--- src/rtl/ibus_dbus_arbiter_pkg.sv ---
// Shared types for the naive_mips bus fabric: arbiter states and the
// request bundle also used by the memory and peripheral muxes.
package ibus_dbus_arbiter_pkg;

   localparam int ADDR_W = 32;
   localparam int DATA_W = 32;
   localparam int BE_W   = 4;

   typedef enum logic [1:0] {
      ST_IDLE = 2'd0,
      ST_IBUS = 2'd1,
      ST_DBUS = 2'd2
   } arb_state_e;

   typedef struct packed {
      logic [ADDR_W-1:0] address;
      logic [BE_W-1:0]   byteenable;
      logic              read;
      logic              write;
      logic [DATA_W-1:0] wrdata;
   } bus_req_t;

endpackage

--- src/rtl/ibus_dbus_arbiter.sv ---
// Shares one multi-cycle ack-handshake memory port between the instruction
// and data buses. Data bus has priority, bounded by a starvation counter.
module ibus_dbus_arbiter
   import ibus_dbus_arbiter_pkg::*;
#(
   parameter int unsigned STARVE_LIMIT = 4,
   parameter int unsigned CNT_WIDTH    = 4
) (
   input  logic              clk,
   input  logic              rst,

   input  logic [ADDR_W-1:0] ibus_address,
   input  logic [BE_W-1:0]   ibus_byteenable,
   input  logic              ibus_read,
   output logic [DATA_W-1:0] ibus_rddata,
   output logic              ibus_stall,

   input  logic [ADDR_W-1:0] dbus_address,
   input  logic [BE_W-1:0]   dbus_byteenable,
   input  logic              dbus_read,
   input  logic              dbus_write,
   input  logic [DATA_W-1:0] dbus_wrdata,
   output logic [DATA_W-1:0] dbus_rddata,
   output logic              dbus_stall,

   output logic [ADDR_W-1:0] mem_address,
   output logic [BE_W-1:0]   mem_byteenable,
   output logic              mem_read,
   output logic              mem_write,
   output logic [DATA_W-1:0] mem_wrdata,
   input  logic [DATA_W-1:0] mem_rddata,
   input  logic              mem_ack
);

   localparam logic [CNT_WIDTH-1:0] LIMIT   = CNT_WIDTH'(STARVE_LIMIT);
   localparam logic [CNT_WIDTH-1:0] CNT_MAX = '1;

   arb_state_e           state_reg;
   bus_req_t             mem_req_reg;
   logic [CNT_WIDTH-1:0] starve_cnt_reg;

   logic dbus_req;
   logic dbus_wins;

   assign dbus_req  = dbus_read | dbus_write;
   // ibus only overtakes once it has watched STARVE_LIMIT dbus grants go by.
   assign dbus_wins = dbus_req & ((starve_cnt_reg < LIMIT) | ~ibus_read);

   always_ff @(posedge clk) begin
      if (rst) begin
         state_reg      <= ST_IDLE;
         mem_req_reg    <= '0;
         starve_cnt_reg <= '0;
      end else begin
         case (state_reg)
            ST_IDLE: begin
               if (dbus_wins) begin
                  state_reg   <= ST_DBUS;
                  // A simultaneous read+write is illegal; the write wins.
                  mem_req_reg <= '{address:    dbus_address,
                                   byteenable: dbus_byteenable,
                                   read:       ~dbus_write,
                                   write:      dbus_write,
                                   wrdata:     dbus_wrdata};
                  if (ibus_read && starve_cnt_reg != CNT_MAX)
                     starve_cnt_reg <= starve_cnt_reg + 1'b1;
               end else if (ibus_read) begin
                  state_reg      <= ST_IBUS;
                  mem_req_reg    <= '{address:    ibus_address,
                                      byteenable: ibus_byteenable,
                                      read:       1'b1,
                                      write:      1'b0,
                                      wrdata:     '0};
                  starve_cnt_reg <= '0;
               end
            end
            ST_IBUS, ST_DBUS: begin
               // Runs to completion even if the requester has flushed.
               if (mem_ack) begin
                  state_reg         <= ST_IDLE;
                  mem_req_reg.read  <= 1'b0;
                  mem_req_reg.write <= 1'b0;
               end
            end
            default: state_reg <= ST_IDLE;
         endcase
      end
   end

   assign mem_address    = mem_req_reg.address;
   assign mem_byteenable = mem_req_reg.byteenable;
   assign mem_read       = mem_req_reg.read;
   assign mem_write      = mem_req_reg.write;
   assign mem_wrdata     = mem_req_reg.wrdata;

   assign ibus_stall = ibus_read & ~((state_reg == ST_IBUS) & mem_ack);
   assign dbus_stall = dbus_req  & ~((state_reg == ST_DBUS) & mem_ack);

   assign ibus_rddata = mem_rddata;
   assign dbus_rddata = mem_rddata;

endmodule
--- config.mk ---
export PLATFORM = sky130hd
export DESIGN_NAME = ibus_dbus_arbiter
export DESIGN_NICKNAME = d
export VERILOG_FILES = /design/src/rtl/ibus_dbus_arbiter_pkg.sv /design/src/rtl/ibus_dbus_arbiter.sv
export SDC_FILE = /design/constraint.sdc
export NUM_CORES = 1
export LEC_CHECK = 0
export BUFFER_PORTS_ARGS = -buffer_cell sky130_fd_sc_hd__buf_2
export CAP_MARGIN = 40
export CORE_AREA = 3 3 106 108
export CTS_CLUSTER_SIZE = 24
export DETAILED_ROUTE_END_ITERATION = 8
export DIE_AREA = 0 0 109 111
export HOLD_SLACK_MARGIN = 0.06
export PLACE_DENSITY = 0.75
export SLEW_MARGIN = 20
export SYNTH_ARGS = -nofsm -noshare
export SYNTH_HDL_FRONTEND = slang
export SYNTH_SLANG_ARGS = --single-unit
--- constraint.sdc ---
create_clock -name clk -period 1.8 [get_ports clk]
set_input_delay 0.09 -clock clk [delete_from_list [all_inputs] [get_ports clk]]
set_output_delay 0.09 -clock clk [all_outputs]
set_load 0.05 [all_outputs]
## Word-level counts from Yosys, hierarchy flattened

Cells that the tools add are included.

- Register bits after elaboration: 76
- Output and inout bits: 136
- Input bits: 142
- Word-level logic and storage cells: 45

- Order comparisons: 1
- Muxes and demuxes: 10
- Bitwise gates (word level): 11
- Add/sub/neg operators: 1
- Equal/unequal tests: 6
- Reductions and logical operators: 9

Operators with widths:

| cell | number |
|---|---|
| 2-to-1 mux 70 bit | 2 |
| 2-to-1 mux 4 bit | 3 |
| case mux 2 bit (2 select lines) | 2 |
| 2-to-1 mux 2 bit | 3 |
| AND reduction 3 bit | 2 |
| bitwise AND 1 bit | 5 |
| adder 4 x 1 -> 4 bit, second input constant | 1 |
| < comparator 4 x 3 -> 1 bit, second input constant | 1 |
| inequality test 4 bit, second input constant | 1 |
| NOT 1 bit | 4 |
| AND reduction 2 bit | 2 |
| nonzero test 2 bit | 2 |
| inequality test 3 bit, second input constant | 1 |
| equality test 2 x 1 -> 1 bit, second input constant | 1 |
| equality test 2 bit, second input constant | 1 |
| zero test 2 bit | 1 |
| inequality test 2 x 1 -> 1 bit, second input constant | 1 |
| inequality test 2 bit, second input constant | 1 |
| bitwise OR 1 bit | 2 |
| OR reduction 2 bit | 1 |
| logical AND 1 bit | 1 |

## Depth between registers and ports, before layout

- Depth after elaboration: 5
- Gate-level depth with buffers: 8
- Gate-level depth less buffers: 5

## Worst setup path after synthesis

Ideal clock, no wire load.

- Path kind: reg-to-output
- Start point: register state_reg[1]
- End point: output ibus_stall
- Stages on the path, launching flop included: 4
- Path slack: 32 ps
- Data arrival time: 1,678 ps
- Buffers on the path: 0
- Cells stage by stage: dfxtp_1 -> inv_1 -> ha_1 -> a21boi_0

- Cells in the longest elaborated chain, start to end: 4

Ends and longest elaborated chain:

| item | line | RTL |
|---|---|---|
| start, declared | ibus_dbus_arbiter.sv:38 | `arb_state_e state_reg;` |
| start signal, assigned | ibus_dbus_arbiter.sv:51 | `state_reg <= ST_IDLE;` |
| start signal, assigned | ibus_dbus_arbiter.sv:58 | `state_reg <= ST_DBUS;` |
| start signal, assigned | ibus_dbus_arbiter.sv:68 | `state_reg <= ST_IBUS;` |
| equality test 2 x 1 -> 1 bit | ibus_dbus_arbiter.sv:96 | `assign ibus_stall = ibus_read & ~((state_reg == ST_IBUS) & mem_ack);` |
| bitwise AND 1 bit | ibus_dbus_arbiter.sv:96 |  |
| NOT 1 bit | ibus_dbus_arbiter.sv:96 |  |
| bitwise AND 1 bit | ibus_dbus_arbiter.sv:96 |  |
| end, declared | ibus_dbus_arbiter.sv:16 | `output logic ibus_stall,` |

Every way passes these cells.

## Worst setup path after layout

- Start point: register state_reg[1]
- End point: register mem_req_reg (netlist bit mem_wrdata[27])

- Cells in the longest elaborated chain, start to end: 2

Ends and longest elaborated chain:

| item | line | RTL |
|---|---|---|
| zero test 2 bit | ibus_dbus_arbiter.sv:55 | `case (state_reg)` |
| AND reduction 2 bit (no line) | n/a |  |
| end signal, assigned | ibus_dbus_arbiter.sv:60 | `mem_req_reg <= '{address: dbus_address,` |
| end signal, assigned | ibus_dbus_arbiter.sv:69 | `mem_req_reg <= '{address: ibus_address,` |
| end, declared | ibus_dbus_arbiter.sv:39 | `bus_req_t mem_req_reg;` |

Every way passes these cells.
A chain may end at the register's enable or synchronous reset.

==> key figures <==
Run status
  – Status: finished clean

Power and ir drop
  – Max VDD drop: 0.524 mV
  – Leakage: 2.48 nW
  – Pwr Total: 0.00497 W
  – Pwr dens: 894 nW/µm²

Floorplan
  – Die width: 109 µm
  – Core area: 10300 µm²
  – Rows: 37
  – Die Span Y: 111 µm
  – I/O pins: 278
  – Die footprint: 12100 µm²
  – Starting Density: 0.354

Routing
  – Via count: roughly 4100
  – DRT Pass-1 Iters: 7
  – WL final: 13900 µm
  – # DRC: 0
  – DR vias/cell: 5.41
  – Post-route ant nets: 0
  – Routed len/inst: 18.5 µm
  – Initial DRC count: about 380

STA
  – Min Tclk post-route: 1.68 ns
  – Achievable frequency: 597 MHz
  – Final Cycle Share: 0.931
  – Slew Viols, Final: 0
  – Worst slew margin: 0.448
  – RSZ-0062 raised after global routing: false
  – Final-report setup violation count: 0
  – Clock Skew: between 0.006 and 0.007 ns
  – Fin. Hold Viols: 0
  – Slew @ Worst Pin: around 0.83 ns
  – Fin Hold WS: 0.167 ns
  – Setup_tns: 0 ns

Cells and area
  – Layout cells sized above 1: 0.359
  – Multi-input gate area: 1500 µm²
  – Reg area: 1520 µm²
  – Final core utilization: 0.539
  – Area grow syn2layout: 52.4%
  – Number of antenna diodes: 0
  – Filler cells: 895
  – Nets: 756

Clock tree
  – Worst skew pair latency: 0.37 ns
  – CTS clk-pin slew, worst paths: 0.08 ns
  – Maximum clock insertion buffer count: 2
  – H-Tree Depth: 3
  – TritonCTS clock tree: yes
  – CTS sink count: 76
  – Root Driver: clkbuf_8
  – TritonCTS buffer count: 9

Setup path
  – WP data required: 2.11 ns
  – Worst r2r dst: mem_wrdata[27]
  – Crit-path cells: inv_1, ha_4, o31ai_4, nor2b_2, a22o_1
  – Crit path arrival time: ~2.0 ns
  – Crit path max-delay cell type: nor2b_2
  – Reg2reg start: state_reg[1]
  – Startpoint class of the critical path: flip-flop
  – Kind of end point of the critical path: flip-flop
  – CP max FO: 16
  – Critical Path Source: state_reg[1]
  – Crit path largest cell delay: 0.66 ns
  – Reg2Reg Depth: 5
  – Critical path class: flip-flop to flip-flop
  – R2r setup slk: 0.12 ns

Hold path
  – Hold depth: 4
  – Hold path startpoint: mem_ack
  – Hold endpoint: state_reg[1]
  – Worst hold path class: primary input to flip-flop

GRT
  – Grt ovf: 0
  – Gr usage total: 0.217
  – Largest net degree at the start of global routing: 46
  – Initial antenna violation count: 1
  – Number of global-route vias before repair: 4069
  – First-pass GRT wire length: just over 20000 µm

Placed design
  – Final Wtd Congestion: 0.748
  – Hpwl dp: 7910 µm
  – PortBufs: 181

Synthesis
  – Top FF cell, synth: dfxtp_1
  – Synthesized area: 3650 µm²
  – Syn nets: 550
  – Register area share after synthesis: 0.417
  – Top post-synthesis cells by count: 76 x dfxtp_1, 68 x buf_4, 39 x nand2_1
  – Synth Register Bits: 76
  – Yosys top cell area share: 0.417
  – EDFF count, synth: 0
  – Most common cell in the netlist: dfxtp_1
  – Yosys warns: 0
  – FFs w/ async S/R, synth: 0
  – Avg Inst Size Synth: 9.04 µm²
  – Leading area contributor after synthesis: dfxtp_1
  – Post-synthesis cell type count: 30
  – Gate Count Post-Synth: 404
  – Top post-synthesis cells by area: dfxtp_1 42%, buf_4 14%, a22o_1 7.7%

Flow run
  – Maximum capacitance violations: 0
## layout make-up
class                   instances  share of cell area
clock buffers                  12              0.0261
repair buffers                301               0.385
well taps                     136              0.0306
flip-flops and latches         76               0.274
inverters                       3             0.00202
clock inverters                 4              0.0130
multi-input cells             219               0.270
## critical path, delay by kind of cell, from the launching register on
family                   cells  cell delay (ns)
AO/OA/AOI/OAI                2             0.33
adder cells (fa/ha/maj)      1             0.20
buffers and inverters        1             0.09
flip-flops                   1             0.33
AND/OR/NAND/NOR              1             0.66
## cells by family (layout without fill, tap and decap cells)
family,count (synthesis),after routing,share of synthesized area
AOI/OAI and AO/OA,122,122,0.246
adders and majority gates,4,4,0.0137
buffers and inverters,110,320,0.188
DFF,76,76,0.417
muxes,1,1,0.00274
and+or+nand+nor,91,92,0.133
## through the flow
stage / instances / cell area, µm² / worst slack [ns]
2_1_floorplan: 404 / 3650 / 0.0318
3_3_place_gp: 627 / 4200 / -0.151
3_5_place_dp: 627 / 4210 / -0.175
4_1_cts: 747 / 5490 / 0.0214
5_1_grt: 751 / 5560 / 0.0406
6_report: 751 / 5560 / 0.124
## cells in the final DEF, fill, tap and decap left out, types with 2 or more instances in the layout
| cell type | instances |
|---|---|
| buf_4 | 11 |
| a31oi_1 | 36 |
| nor3_1 | 2 |
| clkbuf_16 | 2 |
| inv_1 | 3 |
| dlygate4sd3_1 | 104 |
| o211ai_1 | 37 |
| ha_1 | 3 |
| buf_2 | 181 |
| a21oi_1 | 8 |
| clkbuf_1 | 2 |
| dfxtp_1 | 76 |
| o21ai_0 | 4 |
| nand2_1 | 39 |
| clkbuf_8 | 10 |
| or2_2 | 2 |
| buf_12 | 3 |
| nand4b_1 | 2 |
| nand4_1 | 38 |
| a22o_1 | 32 |
| bufinv_16 | 2 |
## per-layer routing
layer	vias to the layer above	track usage	wire length (µm)
met3	63	0.0687	1540
met5	-	0	13
met1	1844	0.235	5130
li1	1849	-	-
met2	303	0.361	6580
met4	2	0.135	623
## power by group
part | internal, W | switching (W)
Clock | 0.000817 | 0.000628
Sequential | 0.00184 | 0.0000829
Combinational | 0.000578 | 0.00103
Total | 0.00323 | 0.00174
## worst max path at each step
stage | end | slack (ns) | cells past startpoint
5_1_grt | mem_wrdata[19] | 0.04 | 5
3_3_place_gp | mem_wrdata[20] | -0.15 | 5
6_report | mem_wrdata[27] | 0.12 | 5
2_1_floorplan | ibus_stall | 0.03 | 3
3_5_place_dp | mem_wrdata[16] | -0.17 | 7
4_1_cts | mem_wrdata[16] | 0.02 | 7
## timing repair
item,4_1_cts,5_1_grt
hold buffers,104,0
gates resized for setup,4,1
pin swaps,0,1
endpoints found under the hold margin,68,0
gates cloned,0,3
setup buffers,0,1
endpoints found under the setup margin,75,42
(Power assumes the default switching activity.)
